==> config.mk <==
export PLATFORM = sky130hd
export DESIGN_NAME = mult_share_sched_flat
export DESIGN_NICKNAME = d
export VERILOG_FILES = /design/src/rtl/mult_share_sched_if.sv /design/src/rtl/mult_share_sched.sv /design/src/flat_wrapper.sv
export SDC_FILE = /design/constraint.sdc
export NUM_CORES = 1
export LEC_CHECK = 0
export BUFFER_PORTS_ARGS = -buffer_cell sky130_fd_sc_hd__buf_2
export CORE_ASPECT_RATIO = 1.75
export CORE_MARGIN = 2
export CORE_UTILIZATION = 45
export DETAILED_ROUTE_END_ITERATION = 7
export GPL_TIMING_DRIVEN = 0
export PLACE_DENSITY = 0.89
export SETUP_SLACK_MARGIN = 0.3
export SLEW_MARGIN = 0
export SYNTH_ARGS = -nofsm -noshare
export SYNTH_HDL_FRONTEND = slang
export SYNTH_SLANG_ARGS = --single-unit
==> constraint.sdc <==
create_clock -name clk -period 2.59 [get_ports clk]
set_clock_uncertainty 0.05 [all_clocks]
set_input_delay 0.777 -clock clk [delete_from_list [all_inputs] [get_ports clk]]
set_output_delay 0.777 -clock clk [all_outputs]
set_load 0.05 [all_outputs]
==> src/rtl/mult_share_sched_if.sv <==
`default_nettype none
// ============================================================================
// Module  : mult_share_sched_if
// Brief   : Requester, multiplier-core and response bundle of the
//           shared-multiplier scheduler.
// Revision: 1.0
// ============================================================================
interface mult_share_sched_if #(
   parameter int NREQ = 4,
   parameter int W    = 8
);
   localparam int IW = (NREQ > 1) ? $clog2(NREQ) : 1;

   logic [NREQ-1:0]   req;
   logic [NREQ*W-1:0] a_bus;
   logic [NREQ*W-1:0] b_bus;
   logic [NREQ-1:0]   gnt;
   logic              m_st;
   logic [W-1:0]      m_a;
   logic [W-1:0]      m_b;
   logic              m_done;
   logic [2*W-1:0]    m_result;
   logic              rsp_valid;
   logic [IW-1:0]     rsp_id;
   logic [2*W-1:0]    rsp_result;
   logic              rsp_err;
   logic              busy;

   // Scheduler side
   modport slave (
      input  req, a_bus, b_bus, m_done, m_result,
      output gnt, m_st, m_a, m_b, rsp_valid, rsp_id, rsp_result, rsp_err, busy
   );

   // Requesters plus multiplier core side
   modport master (
      output req, a_bus, b_bus, m_done, m_result,
      input  gnt, m_st, m_a, m_b, rsp_valid, rsp_id, rsp_result, rsp_err, busy
   );
endinterface
`default_nettype wire

==> src/rtl/mult_share_sched.sv <==
`default_nettype none
// ============================================================================
// Module  : mult_share_sched
// Brief   : Round-robin scheduler sharing one sequential multiplier core
//           among NREQ requesters, with a done timeout.
// Revision: 1.0
// ============================================================================
module mult_share_sched #(
   parameter int NREQ    = 4,
   parameter int W       = 8,
   parameter int TIMEOUT = 40
) (
   input  logic                clk,
   input  logic                rst,
   mult_share_sched_if.slave   bus
);
   localparam int IW = (NREQ > 1) ? $clog2(NREQ) : 1;
   localparam logic [7:0]      CNT_LAST = 8'(TIMEOUT - 1);
   localparam logic [NREQ-1:0] GNT_ONE  = NREQ'(1);

   typedef enum logic [1:0] {
      S_IDLE  = 2'd0,
      S_ISSUE = 2'd1,
      S_WAIT  = 2'd2,
      S_RESP  = 2'd3
   } state_t;

   state_t          state_q, state_d;
   logic [IW-1:0]   ptr_q, ptr_d;
   logic [IW-1:0]   id_q, id_d;
   logic [7:0]      cnt_q, cnt_d;
   logic [W-1:0]    a_q, a_d;
   logic [W-1:0]    b_q, b_d;
   logic [IW-1:0]   rsp_id_q, rsp_id_d;
   logic [2*W-1:0]  rsp_result_q, rsp_result_d;
   logic            rsp_err_q, rsp_err_d;

   logic            win_found;
   logic [IW-1:0]   win_idx;
   logic [IW:0]     cand;

   // Search starts at the pointer and wraps modulo NREQ.
   always_comb begin
      win_found = 1'b0;
      win_idx   = '0;
      cand      = '0;
      for (int k = 0; k < NREQ; k++) begin
         cand = {1'b0, ptr_q} + (IW+1)'(k);
         if (cand >= (IW+1)'(NREQ)) begin
            cand = cand - (IW+1)'(NREQ);
         end
         if (!win_found && bus.req[cand[IW-1:0]]) begin
            win_found = 1'b1;
            win_idx   = cand[IW-1:0];
         end
      end
   end

   always_comb begin
      state_d      = state_q;
      ptr_d        = ptr_q;
      id_d         = id_q;
      cnt_d        = cnt_q;
      a_d          = a_q;
      b_d          = b_q;
      rsp_id_d     = rsp_id_q;
      rsp_result_d = rsp_result_q;
      rsp_err_d    = rsp_err_q;
      case (state_q)
         S_IDLE: begin
            if (win_found) begin
               state_d = S_ISSUE;
               id_d    = win_idx;
               a_d     = bus.a_bus[win_idx*W +: W];
               b_d     = bus.b_bus[win_idx*W +: W];
               ptr_d   = (win_idx == IW'(NREQ-1)) ? '0 : win_idx + IW'(1);
            end
         end
         S_ISSUE: begin
            cnt_d   = '0;
            state_d = S_WAIT;
         end
         S_WAIT: begin
            // A done strobe on the final counted cycle still beats the timeout.
            if (bus.m_done) begin
               state_d      = S_RESP;
               rsp_id_d     = id_q;
               rsp_result_d = bus.m_result;
               rsp_err_d    = 1'b0;
            end else if (cnt_q == CNT_LAST) begin
               state_d      = S_RESP;
               rsp_id_d     = id_q;
               rsp_result_d = '0;
               rsp_err_d    = 1'b1;
            end else begin
               cnt_d = cnt_q + 8'd1;
            end
         end
         S_RESP: begin
            state_d = S_IDLE;
         end
         default: begin
            state_d = S_IDLE;
         end
      endcase
   end

   always_ff @(posedge clk) begin
      if (rst) begin
         state_q      <= S_IDLE;
         ptr_q        <= '0;
         id_q         <= '0;
         cnt_q        <= '0;
         a_q          <= '0;
         b_q          <= '0;
         rsp_id_q     <= '0;
         rsp_result_q <= '0;
         rsp_err_q    <= 1'b0;
      end else begin
         state_q      <= state_d;
         ptr_q        <= ptr_d;
         id_q         <= id_d;
         cnt_q        <= cnt_d;
         a_q          <= a_d;
         b_q          <= b_d;
         rsp_id_q     <= rsp_id_d;
         rsp_result_q <= rsp_result_d;
         rsp_err_q    <= rsp_err_d;
      end
   end

   assign bus.gnt        = (state_q == S_ISSUE) ? (GNT_ONE << id_q) : '0;
   assign bus.m_st       = (state_q == S_ISSUE);
   assign bus.m_a        = a_q;
   assign bus.m_b        = b_q;
   assign bus.rsp_valid  = (state_q == S_RESP);
   assign bus.rsp_id     = rsp_id_q;
   assign bus.rsp_result = rsp_result_q;
   assign bus.rsp_err    = rsp_err_q;
   assign bus.busy       = (state_q != S_IDLE);

endmodule
`default_nettype wire

==> src/flat_wrapper.sv <==
// flat-port wrapper written by rule: the top's interface ports become plain ports
module mult_share_sched_flat 
#(
   parameter int NREQ    = 4,
   parameter int W       = 8,
   parameter int TIMEOUT = 40
)
  (clk, rst, bus_req, bus_a_bus, bus_b_bus, bus_m_done, bus_m_result, bus_gnt, bus_m_st, bus_m_a, bus_m_b, bus_rsp_valid, bus_rsp_id, bus_rsp_result, bus_rsp_err, bus_busy);
  mult_share_sched_if #(.NREQ(NREQ), .W(W)) bus_i ();
  input  logic clk;
  input  logic rst;
  input wire logic [$bits(bus_i.req)-1:0] bus_req;
  input wire logic [$bits(bus_i.a_bus)-1:0] bus_a_bus;
  input wire logic [$bits(bus_i.b_bus)-1:0] bus_b_bus;
  input wire logic [$bits(bus_i.m_done)-1:0] bus_m_done;
  input wire logic [$bits(bus_i.m_result)-1:0] bus_m_result;
  output wire logic [$bits(bus_i.gnt)-1:0] bus_gnt;
  output wire logic [$bits(bus_i.m_st)-1:0] bus_m_st;
  output wire logic [$bits(bus_i.m_a)-1:0] bus_m_a;
  output wire logic [$bits(bus_i.m_b)-1:0] bus_m_b;
  output wire logic [$bits(bus_i.rsp_valid)-1:0] bus_rsp_valid;
  output wire logic [$bits(bus_i.rsp_id)-1:0] bus_rsp_id;
  output wire logic [$bits(bus_i.rsp_result)-1:0] bus_rsp_result;
  output wire logic [$bits(bus_i.rsp_err)-1:0] bus_rsp_err;
  output wire logic [$bits(bus_i.busy)-1:0] bus_busy;
  assign bus_i.req = bus_req;
  assign bus_i.a_bus = bus_a_bus;
  assign bus_i.b_bus = bus_b_bus;
  assign bus_i.m_done = bus_m_done;
  assign bus_i.m_result = bus_m_result;
  assign bus_gnt = bus_i.gnt;
  assign bus_m_st = bus_i.m_st;
  assign bus_m_a = bus_i.m_a;
  assign bus_m_b = bus_i.m_b;
  assign bus_rsp_valid = bus_i.rsp_valid;
  assign bus_rsp_id = bus_i.rsp_id;
  assign bus_rsp_result = bus_i.rsp_result;
  assign bus_rsp_err = bus_i.rsp_err;
  assign bus_busy = bus_i.busy;
  mult_share_sched #(.NREQ(NREQ), .W(W), .TIMEOUT(TIMEOUT)) u_core (.clk(clk), .rst(rst), .bus(bus_i));
endmodule
# ---- Word level (Yosys, flattened, before mapping)
# Cells that the tools add are included.
dict set report classes {
  reduce_logical 14
  muxes 35
  n_shift 3
  n_addsub 9
  order_cmp 8
  eq_ne 9
}
# op count
set op_table {}
lappend op_table {{variable part select 32 x 6 -> 8 bit} 2}
lappend op_table {{2-to-1 mux 16 bit} 2}
lappend op_table {{2-to-1 mux 2 bit} 14}
lappend op_table {{2-to-1 mux 8 bit} 2}
lappend op_table {{one-hot mux 8 bit (2 select lines)} 1}
lappend op_table {{< comparator 2 x 3 -> 1 bit, second input constant} 4}
lappend op_table {{2-to-1 mux 1 bit} 10}
lappend op_table {{>= comparator 3 bit, second input constant} 3}
lappend op_table {{adder 8 x 1 -> 8 bit, second input constant} 1}
lappend op_table {{binary-select mux 1 bit (select 2 bit)} 4}
lappend op_table {{equality test 8 x 6 -> 1 bit, second input constant} 1}
lappend op_table {{one-hot mux 2 bit (4 select lines)} 1}
lappend op_table {{subtractor 2 x 1 -> 2 bit, second input constant} 4}
lappend op_table {{adder 2 x 2 -> 3 bit, second input constant} 2}
lappend op_table {{equality test 2 bit, second input constant} 3}
lappend op_table {{AND reduction 2 bit} 3}
lappend op_table {{nonzero test 2 bit} 3}
lappend op_table {{2-to-1 mux 4 bit} 1}
lappend op_table {{inequality test 2 bit, second input constant} 2}
lappend op_table {{<< shifter 1 x 2 -> 4 bit, first input constant} 1}
lappend op_table {{adder 2 x 1 -> 3 bit, second input constant} 1}
lappend op_table {{>= comparator 2 x 3 -> 1 bit, second input constant} 1}
lappend op_table {{logical AND 1 bit} 3}
lappend op_table {{logical NOT 1 bit} 3}
lappend op_table {{other kinds (6)} 6}
dict set report word_totals {
  out_inout_bits 42
  reg_bits 49
  in_bits 87
}

# ---- Longest topological paths before layout
# Gate-level depths: netlist of run 1.
dict set report logic_depth {
  depth_word 16
  depth_mapped 8
}

# ---- Least setup slack after synthesis of run 1
# OpenSTA, ideal clock, no wires.
dict set report synth_timing {
  path_kind {register to output}
  start {reg u_core.state_q[1]}
  end {out bus_gnt[0]}
  required_time_ns 1.763
  stages_incl_launch_ff 4
  setup_slack_ns -0.379
  arrival_ns 2.142
  cell_sequence {dfxtp_1 inv_1 ha_1 nor3b_1}
}
dict set report synth_via {
  elab_chain_len 2
}
# item line_no
set synth_rtl {}
lappend synth_rtl {{start: declaration} mult_share_sched.sv:28} ;# state_t state_q, state_d;
lappend synth_rtl {{start signal: assignment} mult_share_sched.sv:120} ;# state_q <= state_d;
lappend synth_rtl {{equality test 2 x 1 -> 1 bit} -}
lappend synth_rtl {{via bus_m_st} flat_wrapper.sv:18} ;# output wire logic [$bits(bus_i.m_st)-1:0] bus_m_st;
lappend synth_rtl {{2-to-1 mux 4 bit} mult_share_sched.sv:132} ;# assign bus.gnt = (state_q == S_ISSUE) ? (GNT_ONE << id_q) : '0;
lappend synth_rtl {{end: declaration} flat_wrapper.sv:17} ;# output wire logic [$bits(bus_i.gnt)-1:0] bus_gnt;
# The timed path passes the listed nets, and every way through them passes these cells.

# ---- Worst setup path after layout of run 1
dict set report layout_timing {
  start {reg u_core.state_q[1]}
  end {out bus_gnt[2]}
}
dict set report layout_via {
  elab_chain_len 2
}
# item line_no
set layout_rtl {}
lappend layout_rtl {{equality test 2 x 1 -> 1 bit} mult_share_sched.sv:132}
lappend layout_rtl {{2-to-1 mux 4 bit} mult_share_sched.sv:132}
# Every way passes these cells.

==> key figures, run 1 <==
Synthesis
  – Syn Nets: 351
  – Post-Synthesis Cells: 258
  – Synth Register Bits: 49
  – Post-synth top cells: 49 x dfxtp_1, 34 x mux2i_1, 34 x nor2_1
  – Leading area contributor after synthesis: dfxtp_1
  – Synth unique cells: 37
  – Commonest register cell after synthesis: dfxtp_1
  – Register area share after synthesis: 40.8%
  – Warnings from Yosys: 0
  – Post-synth EDFFs: 0
  – Dominant cell by count in the synthesized netlist: dfxtp_1
  – Synth Cell Area: 2410 sq um
  – Fraction of registers with async set/reset: 0%
  – Syn_area_per_cell: 9.33 sq um
  – Ranking of synthesized cells by area: dfxtp_1 41%, mux2i_1 14%, o221ai_1 5.8%, nor2_1 5.3%, a22oi_1 5.0%
  – Yosys top cell area share: 40.8%

STA
  – Max_slew headroom: 70.3%
  – Worst Max-Slew Pin Slew: 0.445 ns
  – Setup-failing EPs final: 0
  – Max Slew Vio Count: 0
  – Fin crit share: 85.7%
  – FMAX: 451 MHz
  – Setup TNS: 0 ns
  – Fin worst setup slack: 0.371 ns
  – RSZ-0062 raised after global routing: false
  – Min Tclk post-route: 2.22 ns
  – Fin. Hold Viols: 0

Worst hold path
  – Worst Hold Class: reg2reg

Global routing
  – Largest net degree at the start of global routing: 16
  – Vias in the first global route: 2391
  – Gr ovfl total: 0
  – First-pass GRT wire length: 10.4 mm
  – Initial antenna violation count: 0
  – GRT Util Overall: 22.5%

Clocking
  – H-Tree Depth: 2
  – Skew-Pair Late Insertion Delay: 0.30 ns
  – Clock Sinks: 49
  – Clock-pin transition on the worst setup and hold timing paths: 0.09 ns
  – Root Buffer: clkbuf_8
  – CTS Buf Count: 5
  – Clock buffer depth: 2
  – CTS tree: yes

Critical path
  – CP Class: reg2out
  – Slowest Stage Delay on Critical Path: 0.35 ns
  – Worst R2R Path Depth: 7
  – Crit-path cells: inv_1 -> ha_2 -> and3b_1 -> buf_2
  – Crit path DAT: 1.39 ns
  – Slowest CP cell: dfxtp_1
  – Critical Path Sink Type: output pin
  – FF-to-FF Start: u_core.cnt_q[0]
  – FF-to-FF End: u_core.cnt_q[2]
  – Reg2reg setup slack: 0.46 ns
  – Critical Path Fanout Max: 5
  – Worst setup endpoint: bus_gnt[2]
  – CP startpoint: u_core.state_q[1]
  – CP startpoint kind: register
  – CP required: 1.76 ns

Placement
  – Placer Congestion: 0.818
  – IO Port Bufs: 128
  – Detailed Place HPWL: 5.16 mm
  – DP Worst Slack: 0.00208 ns
  – Placed insts: 441

Drt
  – Total number of vias: 2509
  – Pre-antenna DRT Iters: 4
  – Remaining antenna violation count after routing: 0
  – Avg Vias per Cell: 5.55
  – DRC violations left: 0
  – Routed wire length: 6.71 mm
  – DR WL/cell: 14.8 um
  – First DRT Iteration DRCs: 73

Cells and area
  – Area occupied by multi-input gates: 1350 sq um
  – Cell Count, Final, Fillers Out: 452
  – Area Growth Syn to Fin: 36.9%
  – FF+latch area: 981 sq um
  – Fin nets: 489
  – Diode count: 0
  – Fin util: 63.2%
  – Fillers: 429
  – Share of layout cells above drive strength 1: 40.3%

Floorplanning
  – Core Region: 5210 sq um
  – Die Wd: 59.3 um
  – Chip Height: 101 um
  – I/O Pins: 129
  – Die area: 5970 sq um
  – Rows: 35
  – Initial Util: 46.2%

Power
  – Design Power: 3440 uW
  – Leakage Power: 0.00159 uW
  – Power Density: 1050 nW/um^2
  – Worst VDD drop: 0.642 mV

Run
  – Max Cap Viol: 0

Run status
  – Status: finished, final reports clean
==> per-stage QoR <==
step | cell area [sq um] | hold slack [ns]
floorplan | 2420 | 0.427
global placement | 3130 | 0.392
detailed placement | 3130 | 0.392
CTS | 3250 | 0.419
global route | 3290 | 0.446
finish | 3290 | 0.417
==> worst min path at each step <==
stage                              start              endpoint  slack (ns)  depth (start not counted)
global route           u_core.bus.m_b[3]     u_core.bus.m_b[3]        0.45                          2
floorplan                u_core.cnt_q[7]       u_core.cnt_q[7]        0.43                          2
detailed placement     u_core.bus.m_b[6]     u_core.bus.m_b[6]        0.39                          2
finish              u_core.bus.rsp_id[1]  u_core.bus.rsp_id[1]        0.42                          2
CTS                 u_core.bus.rsp_id[1]  u_core.bus.rsp_id[1]        0.42                          2
global placement       u_core.bus.m_a[1]     u_core.bus.m_a[1]        0.39                          2
==> routing by layer <==
layer  global-route usage (%)  routed length (um)  up-vias  part of all wire [%]
met1                     25.1                2680     1178                    40
met2                     40.0                3580       89                    53
met4                     10.8                 153        0                   2.3
li1                         -                   -     1229                     -
met5                        0                   0        -                     0
met3                     3.21                 295       13                   4.4
==> area by class of cell <==
cell class,count,share of cell area (%)
buffer,14,2.58
clock buffer,6,2.51
timing repair buffer,131,20.3
sequential,49,29.8
multi-input combinational,188,40.8
tap,55,2.09
clock inverter,2,1.14
inverter,7,0.798
==> repair_timing <==
item                                    in CTS  in global routing
hold buffers                                 0                  0
gates resized for setup                      0                  7
buffers inserted                             0                  3
endpoints found under the setup margin       0                 29
hold endpoints to repair                     0                  0
==> placed cells by master, fill, tap and decap left out, types with 2 or more instances in the layout <==
cell | Yosys | routed
buf_2 | 2 | 128
dfxtp_1 | 49 | 49
mux2i_1 | 34 | 34
nor2_1 | 34 | 31
nand2_1 | 25 | 25
a22oi_1 | 16 | 16
o221ai_1 | 16 | 16
a21oi_1 | 15 | 15
buf_4 | 4 | 8
inv_1 | 7 | 7
clkbuf_1 | 6 | 6
xnor2_1 | 6 | 6
clkbuf_8 | 0 | 6
nand3_1 | 5 | 5
ha_1 | 6 | 5
nor2_2 | 0 | 3
a211oi_1 | 3 | 3
nand2b_1 | 3 | 3
buf_6 | 2 | 2
nand4_1 | 2 | 2
a21bo_2 | 2 | 2
nor3_1 | 2 | 2
==> cells by family after synthesis <==
group                      Yosys count  share of synthesized area, %
AOI/OAI and AO/OA                   61                          19.6
xor gates and xnor gates             6                          2.18
adders and majority gates            6                          3.12
buffers and inverters               21                          4.63
DFF                                 49                          40.8
muxes                               34                          14.1
and+or+nand+nor                     81                          15.5
==> power breakdown <==
| group | switching, uW | internal, uW | total, uW |
|---|---|---|---|
| registers | 123 | 933 | 1060 |
| clock network | 260 | 314 | 574 |
| logic | 1240 | 576 | 1810 |
==> worst max-delay path: cells and delay by family, from the launching register on <==
family	cells	cell delay, ns
AND/OR/NAND/NOR	1	0.16
buffers and inverters	2	0.37
flip-flops	1	0.35
adder cells (fa/ha/maj)	1	0.22
==> flip-flops by register name (all words and copies together) (netlist names) <==
name	cells
u_core.bus.m_a	8
u_core.ptr_q	2
u_core.state_q	2
u_core.cnt_q	8
u_core.bus.m_b	8
u_core.bus.rsp_id	2
u_core.bus.rsp_err	1
u_core.bus.rsp_result	16
u_core.id_q	2
Note: power is estimated with default switching activity, not from simulation.
==> run 2, diff against run 1 <==
- CORE_UTILIZATION: 45 -> 46
- CTS_BUF_LIST: not set -> sky130_fd_sc_hd__clkbuf_4
- PLACE_DENSITY: 0.89 -> 0.91
==> key figures, run 2 (synthesis gave the netlist of run 1 again) <==
STA
  – Max_slew headroom: 64.0%
  – Max Slew Vio Count: 0
  – Min Tclk post-route: 2.24 ns
  – Setup-failing EPs final: 0
  – Fin. Hold Viols: 0
  – Fin Hold WS: 0.418 ns
  – Fin worst setup slack: 0.351 ns
  – Worst Max-Slew Pin Slew: 0.539 ns
  – Fin crit share: 86.4%
  – RSZ-0062 raised after global routing: true
  – FMAX: 447 MHz

Cells and area
  – Commonest non-fill, non-tap cell in the layout: buf_2
  – Final Instance Area: 3260 sq um
  – FF+latch area: 982 sq um
  – Fin util: 64.9%
  – Diode count: 0
  – Fin nets: 489
  – Fillers: 437
  – Max FFs per register: 16
  – Area occupied by multi-input gates: 1340 sq um
  – Commonest cells after routing, fill and taps aside: 125 x buf_2, 48 x dfxtp_1, 34 x mux2i_1, 32 x nor2_1, 25 x nand2_1
  – Share of layout cells above drive strength 1: 39.9%
  – Area Growth Syn to Fin: 35.5%

Global routing
  – Gr ovfl total: 0
  – Initial antenna violation count: 0
  – Largest net degree at the start of global routing: 15
  – Vias in the first global route: 2522
  – Met2 GRT Util: 41.8%
  – GRT Util Overall: 23.7%
  – Top Usage Layer GRT: met2
  – Met3 Use GR: 6.24%
  – GR Util met1: 24.5%
  – First-pass GRT wire length: 10.9 mm

Clocking
  – H-Tree Depth: 2
  – Root Buffer: clkbuf_4
  – CTS Buf Count: 5
  – Skew-Pair Late Insertion Delay: 0.36 ns
  – Clock-pin transition on the worst setup and hold timing paths: 0.13 ns
  – Clock buffer depth: 2
  – CTS tree: yes
  – Clock Sinks: 49
  – CTS Hold Bufs: 0

Power
  – Worst VDD drop: 0.651 mV
  – Power Density: 1010 nW/um^2
  – Leakage Power: 0.00157 uW

Critical path
  – Critical Path Sink Type: output pin
  – FF-to-FF Start: u_core.cnt_q[0]
  – CP startpoint: u_core.state_q[1]
  – CP required: 1.76 ns
  – CP Class: reg2out
  – CP startpoint kind: register
  – Crit path DAT: 1.41 ns
  – Critical Path Fanout Max: 5

Placement
  – Placer Congestion: 0.842
  – DP Worst Slack: -0.0260 ns
  – Detailed Place HPWL: 5.44 mm
  – IO Port Bufs: 128
  – Area of placed instances: 3130 sq um

Drt
  – DRC violations left: 3
  – Avg Vias per Cell: 5.53
  – Total number of vias: 2490
  – Routed wire length: 6.72 mm
  – DR WL/cell: 14.9 um
  – First DRT Iteration DRCs: 44
  – Remaining antenna violation count after routing: 0
  – Pre-antenna DRT Iters: 6

Floorplanning
  – Die Wd: 58.7 um
  – Rows: 34
  – Initial Util: 47.9%
  – Chip Height: 99.7 um
  – I/O Pins: 129
  – Core Region: 5020 sq um
  – Die area: 5850 sq um

Run status
  – Failing checks: DRC
  – Status: finished, violations left

Worst hold path
  – Min-delay src: u_core.bus.rsp_id[1]
  – Worst Hold Class: reg2reg

Run
  – Max Cap Viol: 0
[run 2: cell types whose count changed in the layout (fill, tap and decap cells not counted), moves of 3 or more]
cell and change:
buf_6 +3, buf_2 -3, clkbuf_4 +5, clkbuf_8 -6
[run 2: area by class of cell]
cell class,count,share of cell area [%]
clock buffers,5,1.15
plain buffers,14,2.61
inverters,7,0.806
repair buffers,131,21.1
well taps,54,2.07
multi-input cells,188,41.1
flip-flops and latches,49,30.1
clock inverters,2,1.07
[run 2: through the flow]
step | TNS [ns] | total power [uW] | std cells
2_1_floorplan | 0 | 2430 | 258
3_3_place_gp | -0.0106 | 2810 | 440
3_5_place_dp | -0.0719 | 2860 | 440
4_1_cts | 0 | 3290 | 447
5_1_grt | 0 | 3480 | 450
6_report | 0 | 3300 | 450
[run 2: worst max-delay path: stages, from the launching register on]
cell and delay [ns]:
dfxtp_2 0.36, inv_1 0.10, ha_2 0.22, nor3b_4 0.19
buf_6 0.18
[run 2: timing repair]
action	4_1_cts	5_1_grt
setup endpoints to repair	4	32
pin swaps	0	1
endpoints found under the hold margin	0	0
buffers inserted	0	3
gates resized for setup	4	7
[run 2: final timing paths]
| path | to | slack (ns) | cells after the start |
|---|---|---|---|
| max | bus_gnt[0] | 0.35 | 4 |
| min | u_core.bus.rsp_id[1] | 0.42 | 2 |
| max reg2reg | u_core.bus.rsp_result[11] | 0.51 | 8 |
| min reg2reg | u_core.bus.rsp_id[1] | 0.42 | 2 |
[run 2: per-layer routing]
layer	share of wire (%)	wire length, um
met2	53	3580
met5	0	0
met4	3.5	238
met1	36	2450
met3	6.7	453
[run 2: power by group]
| group | switching, uW | internal (uW) | total (uW) |
|---|---|---|---|
| registers | 118 | 934 | 1050 |
| clock network | 236 | 197 | 433 |
| logic | 1240 | 582 | 1820 |
| total | 1590 | 1710 | 3300 |
